$ cat src/rtl/cpu_ctrl_pkg.sv
// rtl/cpu_ctrl_pkg.sv - shared state, opcode, funct, ALUOp and mux-select codes for the multicycle control FSM
package cpu_ctrl_pkg;

    // State codes (5-bit, exported on the State debug port)
    localparam logic [4:0] ST_RST      = 5'd0;
    localparam logic [4:0] ST_F_ADDR   = 5'd1;
    localparam logic [4:0] ST_F_WAIT   = 5'd2;
    localparam logic [4:0] ST_F_IR     = 5'd3;
    localparam logic [4:0] ST_DECODE   = 5'd4;
    localparam logic [4:0] ST_EXEC_R   = 5'd5;
    localparam logic [4:0] ST_WB_R     = 5'd6;
    localparam logic [4:0] ST_EXEC_I   = 5'd7;
    localparam logic [4:0] ST_WB_I     = 5'd8;
    localparam logic [4:0] ST_MEM_ADDR = 5'd9;
    localparam logic [4:0] ST_LW_RD    = 5'd10;
    localparam logic [4:0] ST_LW_WAIT  = 5'd11;
    localparam logic [4:0] ST_LW_WB    = 5'd12;
    localparam logic [4:0] ST_SW_WR    = 5'd13;
    localparam logic [4:0] ST_BRANCH   = 5'd14;
    localparam logic [4:0] ST_JUMP     = 5'd15;
    localparam logic [4:0] ST_EXC_EPC  = 5'd16;
    localparam logic [4:0] ST_EXC_JMP  = 5'd17;

    // Primary opcodes
    localparam logic [5:0] OP_RTYPE = 6'h00;
    localparam logic [5:0] OP_J     = 6'h02;
    localparam logic [5:0] OP_BEQ   = 6'h04;
    localparam logic [5:0] OP_ADDI  = 6'h08;
    localparam logic [5:0] OP_LW    = 6'h23;
    localparam logic [5:0] OP_SW    = 6'h2B;

    // R-type function codes
    localparam logic [5:0] FN_ADD = 6'h20;
    localparam logic [5:0] FN_SUB = 6'h22;
    localparam logic [5:0] FN_AND = 6'h24;
    localparam logic [5:0] FN_OR  = 6'h25;
    localparam logic [5:0] FN_SLT = 6'h2A;

    // ALU function codes
    localparam logic [2:0] ALU_NOP = 3'b000;
    localparam logic [2:0] ALU_ADD = 3'b001;
    localparam logic [2:0] ALU_SUB = 3'b010;
    localparam logic [2:0] ALU_AND = 3'b011;
    localparam logic [2:0] ALU_OR  = 3'b100;
    localparam logic [2:0] ALU_SLT = 3'b111;

    // ALU operand A select
    localparam logic [1:0] SRCA_PC = 2'd0;
    localparam logic [1:0] SRCA_A  = 2'd1;

    // ALU operand B select
    localparam logic [2:0] SRCB_B       = 3'd0;
    localparam logic [2:0] SRCB_FOUR    = 3'd1;
    localparam logic [2:0] SRCB_IMM     = 3'd2;
    localparam logic [2:0] SRCB_IMM_SH2 = 3'd3;

    // Next-PC source select
    localparam logic [2:0] PCSRC_ALU    = 3'd0;
    localparam logic [2:0] PCSRC_ALUOUT = 3'd1;
    localparam logic [2:0] PCSRC_JUMP   = 3'd2;
    localparam logic [2:0] PCSRC_EXC    = 3'd3;

endpackage

$ cat src/rtl/alu_op_decode.sv
// rtl/alu_op_decode.sv - combinational R-type Funct to ALUOp decode with valid and overflow-trap flags
module alu_op_decode
    import cpu_ctrl_pkg::*;
(
    input  logic [5:0] funct,
    output logic [2:0] alu_op,
    output logic       valid,
    output logic       ovf_trap
);

    // Map function code to ALU operation; ovf_trap marks the signed ops that trap on overflow
    always_comb begin
        alu_op   = ALU_NOP;
        valid    = 1'b1;
        ovf_trap = 1'b0;
        case (funct)
            FN_ADD: begin
                alu_op   = ALU_ADD;
                ovf_trap = 1'b1;
            end
            FN_SUB: begin
                alu_op   = ALU_SUB;
                ovf_trap = 1'b1;
            end
            FN_AND:  alu_op = ALU_AND;
            FN_OR:   alu_op = ALU_OR;
            FN_SLT:  alu_op = ALU_SLT;
            default: valid  = 1'b0;
        endcase
    end

endmodule

$ cat src/rtl/main_control_fsm.sv
// rtl/main_control_fsm.sv - multicycle CPU main control FSM (Moore outputs, Zero-gated branch PC write)
module main_control_fsm
    import cpu_ctrl_pkg::*;
(
    input  logic       Clk,
    input  logic       Reset,
    input  logic [5:0] Opcode,
    input  logic [5:0] Funct,
    input  logic       Zero,
    input  logic       Overflow,
    output logic       PCWrite,
    output logic       IorD,
    output logic       MemWrite,
    output logic       IRWrite,
    output logic       RegWrite,
    output logic       ABWrite,
    output logic       ALUOutWrite,
    output logic       EPCWrite,
    output logic       RegDst,
    output logic       MemToReg,
    output logic [1:0] ALUSrcA,
    output logic [2:0] ALUSrcB,
    output logic [2:0] ALUOp,
    output logic [2:0] PCSource,
    output logic [4:0] State
);

    logic [4:0] state_q;
    logic [4:0] state_d;
    logic [2:0] r_alu_op;
    logic       r_valid;
    logic       r_ovf_trap;

    alu_op_decode u_alu_op_decode (
        .funct    (Funct),
        .alu_op   (r_alu_op),
        .valid    (r_valid),
        .ovf_trap (r_ovf_trap)
    );

    // Next-state selection; Opcode/Funct come from the IR and are stable across an instruction
    always_comb begin
        state_d = ST_RST;
        case (state_q)
            ST_RST:      state_d = ST_F_ADDR;
            ST_F_ADDR:   state_d = ST_F_WAIT;
            ST_F_WAIT:   state_d = ST_F_IR;
            ST_F_IR:     state_d = ST_DECODE;
            ST_DECODE: begin
                case (Opcode)
                    OP_RTYPE:     state_d = ST_EXEC_R;
                    OP_ADDI:      state_d = ST_EXEC_I;
                    OP_LW, OP_SW: state_d = ST_MEM_ADDR;
                    OP_BEQ:       state_d = ST_BRANCH;
                    OP_J:         state_d = ST_JUMP;
                    default:      state_d = ST_EXC_EPC;
                endcase
            end
            ST_EXEC_R: begin
                if (!r_valid || (r_ovf_trap && Overflow)) state_d = ST_EXC_EPC;
                else                                      state_d = ST_WB_R;
            end
            ST_EXEC_I:   state_d = Overflow ? ST_EXC_EPC : ST_WB_I;
            ST_MEM_ADDR: state_d = (Opcode == OP_SW) ? ST_SW_WR : ST_LW_RD;
            ST_LW_RD:    state_d = ST_LW_WAIT;
            ST_LW_WAIT:  state_d = ST_LW_WB;
            ST_EXC_EPC:  state_d = ST_EXC_JMP;
            ST_WB_R, ST_WB_I, ST_LW_WB, ST_SW_WR,
            ST_BRANCH, ST_JUMP, ST_EXC_JMP:
                         state_d = ST_F_ADDR;
            default:     state_d = ST_RST;
        endcase
    end

    // Output decode from the state register; everything not named for a state stays 0
    always_comb begin
        PCWrite     = 1'b0;
        IorD        = 1'b0;
        MemWrite    = 1'b0;
        IRWrite     = 1'b0;
        RegWrite    = 1'b0;
        ABWrite     = 1'b0;
        ALUOutWrite = 1'b0;
        EPCWrite    = 1'b0;
        RegDst      = 1'b0;
        MemToReg    = 1'b0;
        ALUSrcA     = SRCA_PC;
        ALUSrcB     = SRCB_B;
        ALUOp       = ALU_NOP;
        PCSource    = PCSRC_ALU;
        case (state_q)
            ST_F_IR: begin
                IRWrite = 1'b1;
                ALUSrcB = SRCB_FOUR;
                ALUOp   = ALU_ADD;
                PCWrite = 1'b1;
            end
            ST_DECODE: begin
                ABWrite     = 1'b1;
                ALUOutWrite = 1'b1;
                ALUSrcB     = SRCB_IMM_SH2;
                ALUOp       = ALU_ADD;
            end
            ST_EXEC_R: begin
                ALUSrcA     = SRCA_A;
                ALUOutWrite = 1'b1;
                ALUOp       = r_alu_op;
            end
            ST_WB_R: begin
                RegWrite = 1'b1;
                RegDst   = 1'b1;
            end
            ST_EXEC_I, ST_MEM_ADDR: begin
                ALUSrcA     = SRCA_A;
                ALUSrcB     = SRCB_IMM;
                ALUOp       = ALU_ADD;
                ALUOutWrite = 1'b1;
            end
            ST_WB_I:    RegWrite = 1'b1;
            ST_LW_RD, ST_LW_WAIT:
                        IorD = 1'b1;
            ST_LW_WB: begin
                RegWrite = 1'b1;
                MemToReg = 1'b1;
            end
            ST_SW_WR: begin
                IorD     = 1'b1;
                MemWrite = 1'b1;
            end
            ST_BRANCH: begin
                ALUSrcA  = SRCA_A;
                ALUOp    = ALU_SUB;
                PCSource = PCSRC_ALUOUT;
                PCWrite  = Zero;
            end
            ST_JUMP: begin
                PCSource = PCSRC_JUMP;
                PCWrite  = 1'b1;
            end
            ST_EXC_EPC: begin
                ALUSrcB  = SRCB_FOUR;
                ALUOp    = ALU_SUB;
                EPCWrite = 1'b1;
            end
            ST_EXC_JMP: begin
                PCSource = PCSRC_EXC;
                PCWrite  = 1'b1;
            end
            default: ;
        endcase
    end

    assign State = state_q;

    // State register with synchronous active-low reset that overrides any in-flight instruction
    always_ff @(posedge Clk) begin
        if (!Reset) state_q <= ST_RST;
        else        state_q <= state_d;
    end

endmodule
$ cat config.mk
export PLATFORM = sky130hd
export DESIGN_NAME = main_control_fsm
export DESIGN_NICKNAME = d
export VERILOG_FILES = /design/src/rtl/cpu_ctrl_pkg.sv /design/src/rtl/alu_op_decode.sv /design/src/rtl/main_control_fsm.sv
export SDC_FILE = /design/constraint.sdc
export NUM_CORES = 1
export LEC_CHECK = 0
export CORE_MARGIN = 3
export CORE_UTILIZATION = 40
export CTS_CLUSTER_SIZE = 24
export DETAILED_ROUTE_END_ITERATION = 7
export GPL_TIMING_DRIVEN = 1
export PLACE_DENSITY = 0.86
export RECOVER_POWER = 50
export SLEW_MARGIN = 5
export SYNTH_ARGS = -nofsm -noshare
export SYNTH_HDL_FRONTEND = slang
export SYNTH_SLANG_ARGS = --single-unit
$ cat constraint.sdc
create_clock -name Clk -period 2.6 [get_ports Clk]
set_clock_uncertainty 0.05 [all_clocks]
set_input_delay 0.52 -clock Clk [delete_from_list [all_inputs] [get_ports Clk]]
set_output_delay 0.52 -clock Clk [all_outputs]
set_load 0.1 [all_outputs]
==> results of run 1 <==
## per-stage QoR
step,hold WS (ns),cell area [sq um],TNS (ns),util,cells
final,0.667,1580,0,0.798,196
after global placement,0.649,1590,-0.254,0.804,192
after global routing,0.694,1580,0,0.798,196
after floorplan,0.655,1080,-0.845,-,133
after detailed placement,0.663,1590,-0.323,0.804,192
after CTS,0.665,1630,0,0.822,196
## metal layers
layer  up-vias  wire length [um]  GRT usage
li1        566                 -          -
met1       549              1190      0.258
met3         6               126     0.0201
met5         -                 0          0
met4         0                58     0.0830
met2        46              1650      0.446
## kinds of logic (layout without fill, tap and decap cells)
logic type,count (synthesis),count (layout),share of synthesized area
compound gates,39,39,0.308
flops,5,5,0.118
buf+inv,15,51,0.0973
other cells,1,3,0.00442
xor+xnor,1,1,0.0103
fa+ha+maj,1,1,0.0118
simple gates,69,69,0.450
## Yosys cell counts (all sizes together), types with 2 or more instances
cell / instances / share of area
dfxtp: 5 / 0.12
nand4: 2 / 0.015
nand2: 9 / 0.040
buf: 5 / 0.053
o211ai: 3 / 0.027
o21bai: 2 / 0.018
a31oi: 3 / 0.022
nand2b: 4 / 0.038
nor4: 4 / 0.029
nor2b: 6 / 0.044
nand3: 3 / 0.018
a21o: 3 / 0.027
o21ai: 7 / 0.041
nor3b: 3 / 0.027
o32ai: 3 / 0.031
nor3: 8 / 0.047
or4: 3 / 0.031
clkbuf: 8 / 0.035
a211oi: 2 / 0.018
and3: 5 / 0.037
a21oi: 9 / 0.053
inv: 2 / 0.0089
nor2: 16 / 0.071
## area by class of cell
| class | count | area, sq um | share of cell area |
|---|---|---|---|
| multi-input cells | 113 | 861 | 0.544 |
| flip-flops and latches | 5 | 119 | 0.0752 |
| inverters | 2 | 7.51 | 0.00475 |
| well taps | 27 | 33.8 | 0.0214 |
| clock buffers | 4 | 26.3 | 0.0166 |
| repair buffers | 45 | 534 | 0.338 |
## where the power goes
group	leakage (nW)	internal (mW)	switching [mW]
logic	0.510	0.0866	0.191
registers	0.0444	0.0796	0.0149
clock network	0.0150	0.0584	0.0374
## worst max path at each step
stage,end,slack (ns),cells after the start
final,ALUOp[1],0.07,4
after global routing,ALUOp[2],0.02,5
after CTS,ALUOp[2],0.06,5
after detailed placement,ALUOp[0],-0.16,5
after global placement,ALUOp[0],-0.13,5
after floorplan,ALUOp[0],-0.22,4
## worst reg2reg max path, stage by stage (launching register included)
cell     delay [ns]
dfxtp_4        0.37
buf_4          0.21
or2_1          0.36
or4_4          0.53
or4_1          0.47
a31oi_1        0.19
## repair_timing
action,4_1_cts,5_1_grt
cloned,0,0
setup buffers,0,0
gates resized for setup,4,1
hold endpoints to repair,0,0
pin swaps,3,0
endpoints found under the setup margin,3,1
==> impl_results.md, run 1 <==
* FF+latch count, synth at 5
* R2R depth at 5
* Max Fanout on Critical Path at 14
* Lkg Pwr at 0.569 nW
* Final Total Pwr at 468 uW
* Die X at 52.1 um
* Cell family with most CP delay: simple AND/OR/NAND/NOR gates
* # DRC at 0
* Worst-path clk slew at 0.05 ns
* Final ANT Viol Nets at 0
* Most common cell after layout, fill and taps aside: buf_12
* RSZ-0062 raised after global routing: false
* Total die area at 2710 sq um
* # IOs at 42
* CP max stage delay at 0.58 ns
* Routability cong. at 0.829
* Buf/Inv on CP at 1
* TritonCTS Sinks at 5
* Layout area overhead at 86.4%
* EDFF count, synth at 0
* Fin crit share at 0.971
* Cells after Synth at 131
* Slew Viols, Final at 0
* CTS tree: built
* Global Route Usage Sum at 0.232
* Min-delay worst type: flip-flop to flip-flop
* Vias in the first global route at 1093
* Critical path data arrival time at 1.96 ns
* Final #Nets at 186
* Die height at 52.1 um
* Worst setup margin at 0.0749 ns
* Worst Setup SP: State[1]$_SDFF_PN0_
* Std-Cell Rows at 16
* Diodes inserted at 0
* Layout cells sized above 1 at 0.343
* Ys Warns at 0
* DR iter-0 viols at 33
* Critical path class: flip-flop to output pin
* Worst hold start: State[2]$_SDFF_PN0_
* WL final at 3030 um
* Crit-path cells: nand2b_4 -> or4_4 -> o32ai_4 -> buf_12
* FF-to-FF End: State[2]$_SDFF_PN0_
* Port Buffers at 38
* Max Cap Viol at 0
* Seq/Total Area, Yosys at 0.118
* Starting Density at 0.428
* Netlist cell types at 42
* Clock Tree Root: clkbuf_4
* Fill cell count at 139
* First-pass GRT wire length at 4770 um
* Initial antenna violation count at 0
* Slowest CP cell: or4_4
* First-pass DRT Iterations at 4
* Slew @ Worst Pin at 1.17 ns
* DPL Wire Length at 2420 um
* Core footprint at 1980 sq um
* Share of synthesized registers carrying an async set or reset at 0
* Relative slew slack at 0.227
* H-tree depth at 1
* Vias per inst at 5.95
* CP Launch Type: flip-flop
* Clock Tree Buf Depth at 2
* Final setup fails at 0
* Min cycle time layout at 2.53 ns
* Pwr dens at 296 nW/um^2
* Reg-to-Reg Start: State[0]$_SDFF_PN0_
* Main synth FF type: dfxtp_1
* CTS Hold Bufs at 0
* Commonest cells after routing, fill and taps aside: buf_12, nor2_1, clkdlybuf4s50_1
* Hold-critical path depth at 2
* GR Overflow Total at 0
* Hold Vio Cnt, Final at 0
* Setup WS pre-CTS at -0.164 ns
* Routed vias at 1167
* Num CTS Buffers at 3
* Post-DR wirelength/cell at 15.4 um
* Crit end category: output pin
* Mapped cell area at 848 sq um
* Status: completed
* Max frequency at 396 MHz
* WHS Endpoint: State[0]$_SDFF_PN0_
* Avg Cell Area, Syn at 6.48 sq um
* Worst vdd ir at 0.301 mV
* Slack of the worst reg-to-reg path at 0.33 ns
* Largest net degree at the start of global routing at 19
* Worst Path Required at 2.03 ns
* Skew-Pair Late Insertion Delay at 0.25 ns
* Max reg flops at 5
No activity file was read; power rests on OpenSTA's default activity.
==> run 2, diff against run 1 <==
--- a/config.mk
+++ b/config.mk
@@ -12,7 +12,7 @@
 export GPL_TIMING_DRIVEN = 1
 export PLACE_DENSITY = 0.86
 export RECOVER_POWER = 50
-export SLEW_MARGIN = 5
+export SLEW_MARGIN = 20
 export SYNTH_ARGS = -nofsm -noshare
 export SYNTH_HDL_FRONTEND = slang
 export SYNTH_SLANG_ARGS = --single-unit
==> constraint.sdc (replaced) <==
create_clock -name Clk -period 2.6 [get_ports Clk]
set_clock_uncertainty 0.05 [all_clocks]
set_input_delay 0.52 -clock Clk [delete_from_list [all_inputs] [get_ports Clk]]
set_output_delay 0.52 -clock Clk [all_outputs]
set_load 0.02 [all_outputs]
==> impl_results.md, run 2 (synthesis results as in run 1) <==
* Status: completed
* Diodes inserted at 0
* Hold-critical path depth at 3
* Most common cell after layout, fill and taps aside: clkdlybuf4s50_1
* Max Fanout on Critical Path at 3
* Setup TNS at 0 ns
* DPL Wire Length at 2000 um
* DR iter-0 viols at 21
* GR Overflow Total at 0
* Crit-path cells: clkdlybuf4s50_1 -> nand2b_1 -> or4_4 -> o32ai_2 -> buf_4
* Max Cap Viol at 0
* # IOs at 42
* Vias in the first global route at 990
* Worst vdd ir at 0.220 mV
* Setup WS pre-CTS at -0.445 ns
* Post-DR wirelength/cell at 13.3 um
* Reg-to-Reg Start: State[0]$_SDFF_PN0_
* Critical path class: input pin to output pin
* Starting Density at 0.428
* R2R depth at 5
* Global Route Usage Sum at 0.207
* Crit end category: output pin
* CP Launch Type: input pin
* Die X at 52.1 um
* Finished layout cell area at 1360 sq um
* Slew Viols, Final at 0
* FF-to-FF End: State[2]$_SDFF_PN0_
* Core footprint at 1980 sq um
* CTS tree: built
* Max reg flops at 5
* Worst Path Required at 2.03 ns
* Clock Tree Buf Depth at 2
* Critical path data arrival time at 1.98 ns
* Port Buffers at 38
* H-tree depth at 1
* Buf/Inv on CP at 2
* TritonCTS Sinks at 5
* Min-delay worst type: flip-flop to flip-flop
* Slowest CP cell: or4_4
* Initial antenna violation count at 0
* Postcts setup bufs at 0
* CTS Hold Bufs at 0
* Crit path depth at 5
* First-pass DRT Iterations at 4
* Slack of the worst reg-to-reg path at 0.51 ns
* Layout cells sized above 1 at 0.142
* Routability cong. at 0.823
* CP max stage delay at 0.45 ns
* Clock Tree Root: clkbuf_4
* Hold Vio Cnt, Final at 0
* Largest net degree at the start of global routing at 27
* Commonest cells after routing, fill and taps aside: clkdlybuf4s50_1, nor2_1, buf_4
* RSZ-0062 raised after global routing: true
* First-pass GRT wire length at 4240 um
* Lkg Pwr at 0.600 nW
* Pwr dens at 267 nW/um^2
* Layout area overhead at 59.9%
* Area post-placement at 1300 sq um
* Vias per inst at 5.61
* Routed vias at 1139
* Fin crit share at 0.980
* Cell family with most CP delay: simple AND/OR/NAND/NOR gates
* Final #Nets at 193
* Fill cell count at 161
* Std-Cell Rows at 16
* Final ANT Viol Nets at 0
* Final setup fails at 0
* # DRC at 0
* Min cycle time layout at 2.55 ns
* Worst setup margin at 0.0530 ns
* Skew-Pair Late Insertion Delay at 0.26 ns
* Worst-path clk slew at 0.04 ns
* WHS Endpoint: State[4]$_SDFF_PN0_
* Max frequency at 393 MHz
* Num CTS Buffers at 3
* WL final at 2700 um
* Total die area at 2710 sq um
* Die height at 52.1 um
* Worst hold start: State[3]$_SDFF_PN0_
[run 2: cell count changes in the layout (fill, tap and decap cells not counted), sizes merged]
cell,change
buf,-6
clkbuf,-8
clkdlybuf4s50,+14
dlygate4sd2,+1
dlygate4sd3,+1
dlymetal6s2s,+5
[run 2: per-stage QoR]
stage	util	std cells	total power [mW]	hold slack (ns)
finish	0.684	203	0.362	0.718
global route	0.684	203	0.386	0.789
CTS	0.662	203	0.356	0.717
detailed placement	0.656	199	0.261	0.709
global placement	0.656	199	0.257	0.711
floorplan	-	133	0.183	0.666
[run 2: worst max-delay path by stage]
stage,start,end,slack (ns)
2_1_floorplan,State[0]$_SDFF_PN0_,ALUOp[0],-0.01
3_3_place_gp,Funct[4],ALUOp[1],-0.40
3_5_place_dp,Funct[4],ALUOp[0],-0.45
4_1_cts,Funct[4],ALUOp[0],0.009
5_1_grt,State[2]$_SDFF_PN0_,PCSource[1],-0.03
6_report,Funct[4],ALUOp[0],0.05
[run 2: power breakdown]
part	internal, mW	switching, mW
Sequential	0.0813	0.00312
Clock	0.0585	0.0402
Combinational	0.0814	0.0974
[run 2: worst register-to-register path, stage by stage, from the launching register on]
cell     delay [ns]
dfxtp_1        0.33
buf_4          0.16
or2_1          0.31
or4_4          0.52
or4_1          0.48
a31oi_1        0.17
[run 2: layer usage]
metal	part of all wire	up-vias	wire, um	GRT usage
met5	0	-	0	0
met4	0.013	0	34	0.0873
met3	0.080	3	217	0.0287
met2	0.49	56	1330	0.364
met1	0.41	506	1120	0.246
li1	-	574	-	-
[run 2: what timing repair did]
item | 4_1_cts | 5_1_grt
gates resized for setup | 13 | 11
endpoints found under the hold margin | 0 | 0
endpoints found under the setup margin | 5 | 9
[run 2: layout make-up]
cell class / count / area, sq um / area share
multi-input cells: 113 / 698 / 0.515
repair buffers: 52 / 490 / 0.362
flip-flops and latches: 5 / 100 / 0.0738
well taps: 27 / 33.8 / 0.0249
clock buffers: 4 / 26.3 / 0.0194
inverters: 2 / 7.51 / 0.00554
